### src/rtl/alu_op_sequencer_pkg.sv
// Shared types and constants for the ALU command sequencer.
// The FIFO entry carries a use_acc flag only when ALU_SEQ_ACC_EN is defined.
package alu_seq_pkg;

  localparam int WIDTH = 5;

  localparam logic [1:0] OP_AND = 2'b00;
  localparam logic [1:0] OP_ADD = 2'b01;
  localparam logic [1:0] OP_OR  = 2'b10;
  localparam logic [1:0] OP_XOR = 2'b11;

  typedef enum logic [1:0] {
    IDLE  = 2'd0,
    ISSUE = 2'd1,
    HOLD  = 2'd2
  } state_e;

  typedef struct packed {
    logic [1:0]       op;
    logic [WIDTH-1:0] a;
    logic [WIDTH-1:0] b;
`ifdef ALU_SEQ_ACC_EN
    logic             use_acc;
`endif
  } fifo_entry_t;

endpackage

### src/rtl/alu_op_sequencer_if.sv
// Command and result handshake bundle of the ALU sequencer.
// cmd_use_acc exists only when ALU_SEQ_ACC_EN is defined.
interface alu_op_sequencer_if;
  import alu_seq_pkg::*;

  logic             cmd_valid;
  logic             cmd_ready;
  logic [1:0]       cmd_op;
  logic [WIDTH-1:0] cmd_a;
  logic [WIDTH-1:0] cmd_b;
`ifdef ALU_SEQ_ACC_EN
  logic             cmd_use_acc;
`endif
  logic             res_valid;
  logic             res_ready;
  logic [WIDTH-1:0] res_data;
  logic [1:0]       res_op;

  modport master (
    output cmd_valid, cmd_op, cmd_a, cmd_b,
`ifdef ALU_SEQ_ACC_EN
    output cmd_use_acc,
`endif
    output res_ready,
    input  cmd_ready, res_valid, res_data, res_op
  );

  modport slave (
    input  cmd_valid, cmd_op, cmd_a, cmd_b,
`ifdef ALU_SEQ_ACC_EN
    input  cmd_use_acc,
`endif
    input  res_ready,
    output cmd_ready, res_valid, res_data, res_op
  );

endinterface

### src/rtl/alu_op_sequencer_fifo.sv
// alu_cmd_fifo: synchronous power-of-two FIFO with wrap-bit pointers, no bypass.
module alu_cmd_fifo import alu_seq_pkg::*; #(
  parameter int DEPTH = 4
) (
  input  logic        clk,
  input  logic        reset,
  input  logic        push_i,
  input  fifo_entry_t entry_i,
  input  logic        pop_i,
  output fifo_entry_t head_o,
  output logic        full_o,
  output logic        empty_o
);

  localparam int AW = $clog2(DEPTH);
  localparam logic [AW:0] PTR_ONE = {{AW{1'b0}}, 1'b1};

  fifo_entry_t mem_q [DEPTH];
  logic [AW:0] wr_q, wr_d, rd_q, rd_d;
  logic        do_push_s, do_pop_s;

  // Equal index with differing wrap bits means the writer lapped the reader.
  assign empty_o = (wr_q == rd_q);
  assign full_o  = (wr_q[AW] != rd_q[AW]) && (wr_q[AW-1:0] == rd_q[AW-1:0]);
  assign head_o  = mem_q[rd_q[AW-1:0]];

  // Pointer advance, gated so overflow/underflow requests are ignored.
  always_comb begin
    do_push_s = push_i && !full_o;
    do_pop_s  = pop_i && !empty_o;
    wr_d      = do_push_s ? (wr_q + PTR_ONE) : wr_q;
    rd_d      = do_pop_s  ? (rd_q + PTR_ONE) : rd_q;
  end

  // Pointer registers.
  always_ff @(posedge clk) begin
    if (reset) begin
      wr_q <= {(AW+1){1'b0}};
      rd_q <= {(AW+1){1'b0}};
    end else begin
      wr_q <= wr_d;
      rd_q <= rd_d;
    end
  end

  // Storage write; contents need no reset since the pointers define validity.
  always_ff @(posedge clk) begin
    if (do_push_s) begin
      mem_q[wr_q[AW-1:0]] <= entry_i;
    end
  end

endmodule

### src/rtl/alu_op_sequencer.sv
// alu_op_sequencer: queues ALU commands, issues them one at a time, registers results.
// Define ALU_SEQ_ACC_EN to add an accumulator usable as operand B.
module alu_op_sequencer import alu_seq_pkg::*; #(
  parameter int DEPTH = 4
) (
  input  logic              clk,
  input  logic              reset,
  alu_op_sequencer_if.slave bus,
  output logic [1:0]        alu_sel,
  output logic [WIDTH-1:0]  alu_a,
  output logic [WIDTH-1:0]  alu_b,
  input  logic [WIDTH-1:0]  alu_sum,
  output logic              busy
);

  state_e           state_q, state_d;
  logic             pop_s, push_s, full_s, empty_s;
  fifo_entry_t      push_entry_s, head_s;
  logic [1:0]       sel_q, sel_d;
  logic [WIDTH-1:0] a_q, a_d, b_q, b_d;
  logic             res_valid_q, res_valid_d;
  logic [WIDTH-1:0] res_data_q, res_data_d;
  logic [1:0]       res_op_q, res_op_d;
`ifdef ALU_SEQ_ACC_EN
  logic [WIDTH-1:0] acc_q, acc_d;
`endif

  // Command capture into the FIFO entry format.
  always_comb begin
    push_s          = bus.cmd_valid && !full_s;
    push_entry_s.op = bus.cmd_op;
    push_entry_s.a  = bus.cmd_a;
    push_entry_s.b  = bus.cmd_b;
`ifdef ALU_SEQ_ACC_EN
    push_entry_s.use_acc = bus.cmd_use_acc;
`endif
  end

  alu_cmd_fifo #(.DEPTH(DEPTH)) u_fifo (
    .clk     (clk),
    .reset   (reset),
    .push_i  (push_s),
    .entry_i (push_entry_s),
    .pop_i   (pop_s),
    .head_o  (head_s),
    .full_o  (full_s),
    .empty_o (empty_s)
  );

  // Issue FSM: next state, pop request and result capture.
  always_comb begin
    state_d     = state_q;
    pop_s       = 1'b0;
    res_valid_d = res_valid_q;
    res_data_d  = res_data_q;
    res_op_d    = res_op_q;
`ifdef ALU_SEQ_ACC_EN
    acc_d       = acc_q;
`endif
    case (state_q)
      IDLE: begin
        if (!empty_s) begin
          pop_s   = 1'b1;
          state_d = ISSUE;
        end else begin
          state_d = IDLE;
        end
      end
      ISSUE: begin
        res_valid_d = 1'b1;
        res_data_d  = alu_sum;
        res_op_d    = sel_q;
`ifdef ALU_SEQ_ACC_EN
        acc_d       = alu_sum;
`endif
        state_d     = HOLD;
      end
      HOLD: begin
        if (bus.res_ready) begin
          res_valid_d = 1'b0;
          if (!empty_s) begin
            pop_s   = 1'b1;
            state_d = ISSUE;
          end else begin
            state_d = IDLE;
          end
        end else begin
          state_d = HOLD;
        end
      end
      default: begin
        res_valid_d = 1'b0;
        state_d     = IDLE;
      end
    endcase
  end

  // Operand registers move only on a pop; the accumulator is current because issue is serial.
  always_comb begin
    sel_d = pop_s ? head_s.op : sel_q;
    a_d   = pop_s ? head_s.a  : a_q;
`ifdef ALU_SEQ_ACC_EN
    b_d   = pop_s ? (head_s.use_acc ? acc_q : head_s.b) : b_q;
`else
    b_d   = pop_s ? head_s.b : b_q;
`endif
  end

  // State and output registers.
  always_ff @(posedge clk) begin
    if (reset) begin
      state_q     <= IDLE;
      sel_q       <= 2'b00;
      a_q         <= {WIDTH{1'b0}};
      b_q         <= {WIDTH{1'b0}};
      res_valid_q <= 1'b0;
      res_data_q  <= {WIDTH{1'b0}};
      res_op_q    <= 2'b00;
`ifdef ALU_SEQ_ACC_EN
      acc_q       <= {WIDTH{1'b0}};
`endif
    end else begin
      state_q     <= state_d;
      sel_q       <= sel_d;
      a_q         <= a_d;
      b_q         <= b_d;
      res_valid_q <= res_valid_d;
      res_data_q  <= res_data_d;
      res_op_q    <= res_op_d;
`ifdef ALU_SEQ_ACC_EN
      acc_q       <= acc_d;
`endif
    end
  end

  assign alu_sel       = sel_q;
  assign alu_a         = a_q;
  assign alu_b         = b_q;
  assign bus.res_valid = res_valid_q;
  assign bus.res_data  = res_data_q;
  assign bus.res_op    = res_op_q;
  assign bus.cmd_ready = !full_s;
  assign busy          = (state_q != IDLE) || !empty_s;

endmodule

### src/flat_wrapper.sv
// flat-port wrapper written by rule: the top's interface ports become plain ports
module alu_op_sequencer_flat import alu_seq_pkg::*;
#(
  parameter int DEPTH = 4
)
  (clk, reset, alu_sel, alu_a, alu_b, alu_sum, busy, bus_cmd_valid, bus_cmd_op, bus_cmd_a, bus_cmd_b, bus_res_ready, bus_cmd_ready, bus_res_valid, bus_res_data, bus_res_op);
  alu_op_sequencer_if bus_i ();
  input  logic clk;
  input  logic reset;
  output logic [1:0] alu_sel;
  output logic [WIDTH-1:0] alu_a;
  output logic [WIDTH-1:0] alu_b;
  input  logic [WIDTH-1:0] alu_sum;
  output logic busy;
  input wire logic [$bits(bus_i.cmd_valid)-1:0] bus_cmd_valid;
  input wire logic [$bits(bus_i.cmd_op)-1:0] bus_cmd_op;
  input wire logic [$bits(bus_i.cmd_a)-1:0] bus_cmd_a;
  input wire logic [$bits(bus_i.cmd_b)-1:0] bus_cmd_b;
  input wire logic [$bits(bus_i.res_ready)-1:0] bus_res_ready;
  output wire logic [$bits(bus_i.cmd_ready)-1:0] bus_cmd_ready;
  output wire logic [$bits(bus_i.res_valid)-1:0] bus_res_valid;
  output wire logic [$bits(bus_i.res_data)-1:0] bus_res_data;
  output wire logic [$bits(bus_i.res_op)-1:0] bus_res_op;
  assign bus_i.cmd_valid = bus_cmd_valid;
  assign bus_i.cmd_op = bus_cmd_op;
  assign bus_i.cmd_a = bus_cmd_a;
  assign bus_i.cmd_b = bus_cmd_b;
  assign bus_i.res_ready = bus_res_ready;
  assign bus_cmd_ready = bus_i.cmd_ready;
  assign bus_res_valid = bus_i.res_valid;
  assign bus_res_data = bus_i.res_data;
  assign bus_res_op = bus_i.res_op;
  alu_op_sequencer #(.DEPTH(DEPTH)) u_core (.clk(clk), .reset(reset), .bus(bus_i), .alu_sel(alu_sel), .alu_a(alu_a), .alu_b(alu_b), .alu_sum(alu_sum), .busy(busy));
endmodule
### config.mk
export PLATFORM = sky130hd
export DESIGN_NAME = alu_op_sequencer_flat
export DESIGN_NICKNAME = d
export VERILOG_FILES = /design/src/rtl/alu_op_sequencer_pkg.sv /design/src/rtl/alu_op_sequencer_if.sv /design/src/rtl/alu_op_sequencer_fifo.sv /design/src/rtl/alu_op_sequencer.sv /design/src/flat_wrapper.sv
export SDC_FILE = /design/constraint.sdc
export NUM_CORES = 1
export LEC_CHECK = 0
export BUFFER_PORTS_ARGS = -buffer_cell sky130_fd_sc_hd__buf_2
export CAP_MARGIN = 20
export CELL_PAD_IN_SITES_DETAIL_PLACEMENT = 1
export CELL_PAD_IN_SITES_GLOBAL_PLACEMENT = 2
export CORE_AREA = 2 2 97 99
export CTS_CLUSTER_DIAMETER = 30
export DETAILED_ROUTE_END_ITERATION = 16
export DIE_AREA = 0 0 99 101
export GPL_ROUTABILITY_DRIVEN = 0
export PLACE_DENSITY = 0.78
export SYNTH_ARGS = -nofsm -noshare
export SYNTH_HDL_FRONTEND = slang
export SYNTH_SLANG_ARGS = --single-unit
### constraint.sdc
create_clock -name clk -period 2.5 [get_ports clk]
set_input_delay 0.25 -clock clk [delete_from_list [all_inputs] [get_ports clk]]
set_output_delay 0.25 -clock clk [all_outputs]
set_load 0.01 [all_outputs]
==> results of run 1 <==
## where the power goes
| group | leakage [nW] | internal (mW) | switching, mW |
|---|---|---|---|
| registers | 0.670 | 1.51 | 0.0990 |
| logic | 0.601 | 0.502 | 0.541 |
| clock network | 0.0923 | 0.466 | 0.474 |
## cell type report
type,instances,area share
Inverter,6,0.006314
Sequential cell,76,0.5612
Clock inverter,7,0.02105
Timing Repair Buffer,46,0.06734
Tap cell,111,0.03893
Clock buffer,9,0.03472
Multi-Input combinational cell,114,0.2704
## layout by cell type, fill, tap and decap left out, drive strengths merged, types with 5 or more instances in the layout
cell type,netlist,routed
edfxtp,48,48
buf,5,46
nand2,29,29
dfxtp,28,28
mux2i,21,21
nor2,14,14
mux4,12,12
clkbuf,7,9
inv,6,8
nor2b,5,5
ha,5,5
## layer usage
metal,vias to the layer above,part of all wire,GRT usage
met5,-,0,0
met4,0,0.015,0.06006
met2,38,0.48,0.1991
li1,845,-,-
met1,862,0.47,0.1671
met3,8,0.034,0.02843
## state kept, by name, summed over array words and instances, names as in the netlist
register and cells:
u_core.u_fifo.mem_q 48, u_core.bus.res_data 5, u_core.u_fifo.rd_q 3, u_core.u_fifo.wr_q 3, u_core.bus.res_op 2, u_core.bus.res_valid 1, u_core.alu_b 5, u_core.state_q 2
u_core.alu_sel 2, u_core.alu_a 5
## critical path: stages, from the launching register on
cell and delay (ns):
dfxtp_1 0.45, xnor2_2 0.18, a31oi_1 0.22, buf_4 0.17
and2_1 0.59
## cells by family (layout without fill, tap and decap cells)
group	count (synthesis)	count (layout)	share of synthesized area
XOR/XNOR	4	4	0.01638
buffers and inverters	18	68	0.02908
flip-flops	76	76	0.6552
multiplexers	35	35	0.1646
adder cells (fa/ha/maj)	5	5	0.02048
AO/OA/AOI/OAI	10	10	0.02457
AND/OR/NAND/NOR	60	60	0.08968
## synthesized netlist by cell type
| cell | instances | area, um2 |
|---|---|---|
| a21oi_1 | 1 | 5.000 |
| a311o_1 | 1 | 10.01 |
| a311oi_1 | 1 | 8.760 |
| a31oi_1 | 2 | 12.51 |
| and2_1 | 4 | 25.02 |
| and3_1 | 1 | 6.260 |
| buf_2 | 2 | 10.01 |
| buf_4 | 1 | 7.510 |
| buf_6 | 2 | 22.52 |
| clkbuf_1 | 7 | 26.28 |
| dfxtp_1 | 28 | 560.5 |
| edfxtp_1 | 48 | 1441 |
| ha_1 | 5 | 62.56 |
| inv_1 | 6 | 22.52 |
| mux2_2 | 2 | 22.52 |
| mux2i_1 | 21 | 210.2 |
| mux4_2 | 12 | 270.3 |
| nand2_1 | 29 | 108.9 |
| nand2b_1 | 1 | 6.260 |
| nand3_1 | 1 | 5.000 |
| nand3b_1 | 1 | 7.510 |
| nand4_1 | 2 | 12.51 |
| nand4bb_1 | 1 | 11.26 |
| nor2_1 | 14 | 52.55 |
| nor2b_1 | 5 | 31.28 |
| o211a_1 | 1 | 10.01 |
| o211ai_1 | 2 | 15.01 |
| o21ai_0 | 1 | 5.000 |
| o311ai_0 | 1 | 8.760 |
| or4_1 | 1 | 7.510 |
| xnor2_1 | 1 | 8.760 |
| xnor2_2 | 2 | 32.53 |
| xor2_1 | 1 | 8.760 |
## metrics by stage
stage          total power, mW  worst slack (ns)
6_report                 3.595            0.5172
5_1_grt                  3.805            0.3315
4_1_cts                  3.662            0.4635
3_5_place_dp             2.714            0.4968
3_3_place_gp             2.689            0.5545
2_1_floorplan            2.472            0.7407
## worst min-delay path by stage
| stage | from | endpoint | slack [ns] | depth (start not counted) |
|---|---|---|---|---|
| floorplan | bus_cmd_b[0] | u_core.u_fifo.mem_q[0][0] | 0.35 | 0 |
| global placement | u_core.alu_a[2] | u_core.alu_a[2] | 0.45 | 2 |
| detailed placement | u_core.alu_b[1] | u_core.alu_b[1] | 0.46 | 2 |
| CTS | bus_cmd_a[2] | u_core.u_fifo.mem_q[0][7] | 0.09 | 1 |
| global route | bus_cmd_a[1] | u_core.u_fifo.mem_q[2][6] | 0.11 | 1 |
| finish | bus_cmd_a[2] | u_core.u_fifo.mem_q[0][7] | 0.12 | 1 |
==> run metrics, run 1 <==
fmax=about 500 MHz; post-place instance area=~3400 um2; Row Count=35; Seq/Total Area, Yosys=0.6552; Min-Delay Path Class=in2reg; Final Util=0.3974; Crit. End Element=flop; headroom to the max-slew limit=0.4114; Filler cells=roughly 960; Die H=between 100 and 150 um; total core area=roughly 9000 um2; Initial Utilization=0.3403; vias per cell=4.751; area of the multi-input gates=just under 1000 um2; share of cells above drive strength 1=0.3023; number of antenna repair diodes=0; FF/Latch Area=around 2000 um2; maximum fanout along the worst path=12; Tightest Pin Transition=between 0.8 and 0.9 ns; Critical Path Source Type=flop; Finished Layout Cells=~370; final worst-path cycle share=0.7931; R2R depth=4; DRC errors left=0; Clock transition at path regs=~0.090 ns; skew final=around 0.0058 ns; Reg2Reg Capture Point=u_core.u_fifo.mem_q[1][11]; Setup TNS=0 ns; DR vias=~1,800; count of hold-fix buffers inserted at cts=0; Cell Area, Synth=a little over 3000 um2; Critical Path End=u_core.u_fifo.mem_q[1][11]; drt pass-1 iters=4; Max IR drop VDD=between 0.5 and 0.6 mV; r2r setup slk=between 0.5 and 0.6 ns; GRT Util Overall=0.1267; Resized Gates After CTS=0; synth warn=0; RSZ-0062 raised after global routing=no; initial antenna violation count=0; Iteration-0 DRC Markers=approximately 110; max-slew violation count=0; #FFs+latches synth=76; Worst Path Arrival=just under 2 ns; area grow syn2layout=16.75%; Syn Inst Count=208; Clock Latency Late Sink=0.34 ns; max_cap viols=0; Pleak=about 1.4 nW; post-synth cell types=33; WL per Instance=15.83 um; die area=approximately 10000 um2; outcome=completed; final setup fails=0; total grt overflow=0; WHS=0.1216 ns; I/O Pins=43; TritonCTS clock tree=done; hpwl dp=about 3800 um; reg2reg start=u_core.u_fifo.wr_q[1]; Antenna Nets Post-Route=0; Post-Route WL=5840 um; min cycle time layout=1.983 ns; Worst Setup Path Type=reg2reg; die width=about 99 um; cts bufs inserted=9; Final Cell Area=3567 um2; Net count, final=between 200 and 300; placed cell count=roughly 350; Worst Setup SP=u_core.u_fifo.wr_q[1]; number of global-route vias before repair=between 1,500 and 2,000; largest net degree at the start of global routing=20; H-tree levels=3; Root Driver=clkbuf_8; Setup Fix Bufs, Post-CTS=0; Power Dens Cells=1008 nW/um2; WP data required=approximately 2.5 ns; global-route wire length before repair=about 9600 um; PortBufs=42; Longest Clk Path Bufs=2; final hold vios=0; synthesized net count=234; CTS sink cnt=between 70 and 80; Avg Inst Size Synth=between 10 and 15 um2
Note: power is estimated with default switching activity, not from simulation.
==> inputs of run 2 (changes only) <==
- clock period: 2.5 -> 1.95 ns (I/O delays scaled with it)
==> run metrics, run 2 (synthesized netlist as in run 1, its figures left out) <==
Post-Route WL=between 5000 and 6000 um; placed cell count=between 300 and 400; Setup Fix Bufs, Post-CTS=0; post-place instance area=~3500 um2; hpwl dp=between 4000 and 5000 um; number of global-route vias before repair=1,899; I/O Pins=43; number of antenna repair diodes=0; Critical Path Source Type=flop; Max IR drop VDD=roughly 0.59 mV; FF/Latch Area=between 2000 and 2500 um2; TritonCTS clock tree=done; DR vias=roughly 1,800; maximum fanout along the worst path=12; total power=about 4.8 mW; total core area=~9000 um2; Power Dens Cells=around 1300 nW/um2; pre-CTS WS=between 0.15 and 0.2 ns; outcome=completed; largest net degree at the start of global routing=19; skew final=0.007044 ns; H-tree levels=3; final hold vios=0; Largest register FFs=48; Iteration-0 DRC Markers=between 70 and 80; WP data required=a little under 2 ns; die width=99 um; Final Cell Area=roughly 3700 um2; Clock transition at path regs=approximately 0.080 ns; die area=around 10000 um2; GRT Util Overall=0.1295; PortBufs=42; Antenna Nets Post-Route=0; WL per Instance=15.65 um; Worst Path Arrival=approximately 1.8 ns; Row Count=35; area of the multi-input gates=965.9 um2; final setup fails=0; Net count, final=slightly below 300; most frequent cells in the layout=48 x edfxtp_1, 42 x buf_2, 29 x nand2_1; count of hold-fix buffers inserted at cts=0; final worst-path cycle share=0.8834; Finished Layout Cells=approximately 380; Setup TNS=0 ns; Filler cells=950; WHS=between 0.06 and 0.07 ns; headroom to the max-slew limit=0.6712; Pleak=roughly 1.4 nW; max-slew violation count=0; Resized Gates After CTS=0; Longest Clk Path Bufs=2; DRC errors left=0; max_cap viols=0; Initial Utilization=0.3403; RSZ-0062 raised after global routing=no; Min-Delay Path Class=in2reg; Die H=101 um; Final Util=0.4084; CTS sink cnt=76; min cycle time layout=~1.7 ns; total grt overflow=0; most common library cell in the layout ignoring fill and taps=edfxtp_1; Clock Latency Late Sink=0.34 ns; drt pass-1 iters=4; initial antenna violation count=0; Tightest Pin Transition=0.4899 ns; share of cells above drive strength 1=0.3321; area grow syn2layout=19.98%; fmax=approximately 580 MHz; Final Worst Setup Slack=0.2274 ns; Root Driver=clkbuf_8; Crit. End Element=flop; global-route wire length before repair=9735 um; Worst Setup Path Type=reg2reg; cts bufs inserted=9; vias per cell=4.726
==> run 2: path summary, 6_finish.rpt <==
kind / from / endpoint / slack [ns] / depth (start not counted)
max: u_core.u_fifo.wr_q[0] / u_core.u_fifo.mem_q[1][11] / 0.23 / 6
min: bus_cmd_a[2] / u_core.u_fifo.mem_q[2][7] / 0.06 / 1
max reg2reg: u_core.u_fifo.wr_q[0] / u_core.u_fifo.mem_q[1][11] / 0.23 / 6
min reg2reg: u_core.alu_b[3] / u_core.alu_b[3] / 0.46 / 2
==> run 2: cell type report <==
class	instances	share of cell area
clock buffers	9	0.03379
clock inverters	6	0.02457
inverters	6	0.006143
multi-input cells	114	0.2635
flip-flops and latches	76	0.5461
well taps	111	0.03788
repair buffers	57	0.08805
==> run 2: worst max-delay path: stages, from the launching register on <==
cell     delay (ns)
dfxtp_1        0.45
xnor2_2        0.11
buf_4          0.16
a31oi_1        0.17
buf_4          0.16
and2_1         0.12
buf_4          0.23
==> run 2: power breakdown <==
group          leakage (nW)  switching, mW  internal [mW]
Clock                0.0936          0.565          0.712
Combinational         0.656          0.724          0.712
Sequential            0.670          0.114           1.94
Total                  1.42           1.40           3.36
==> run 2: per-layer routing <==
| layer | global-route usage | routed length, um | vias up |
|---|---|---|---|
| li1 | - | - | 867 |
| met1 | 0.1511 | 2515 | 875 |
| met2 | 0.2245 | 3067 | 43 |
| met3 | 0.04438 | 292 | 6 |
| met4 | 0.04215 | 55 | 0 |
| met5 | 0 | 0 | - |
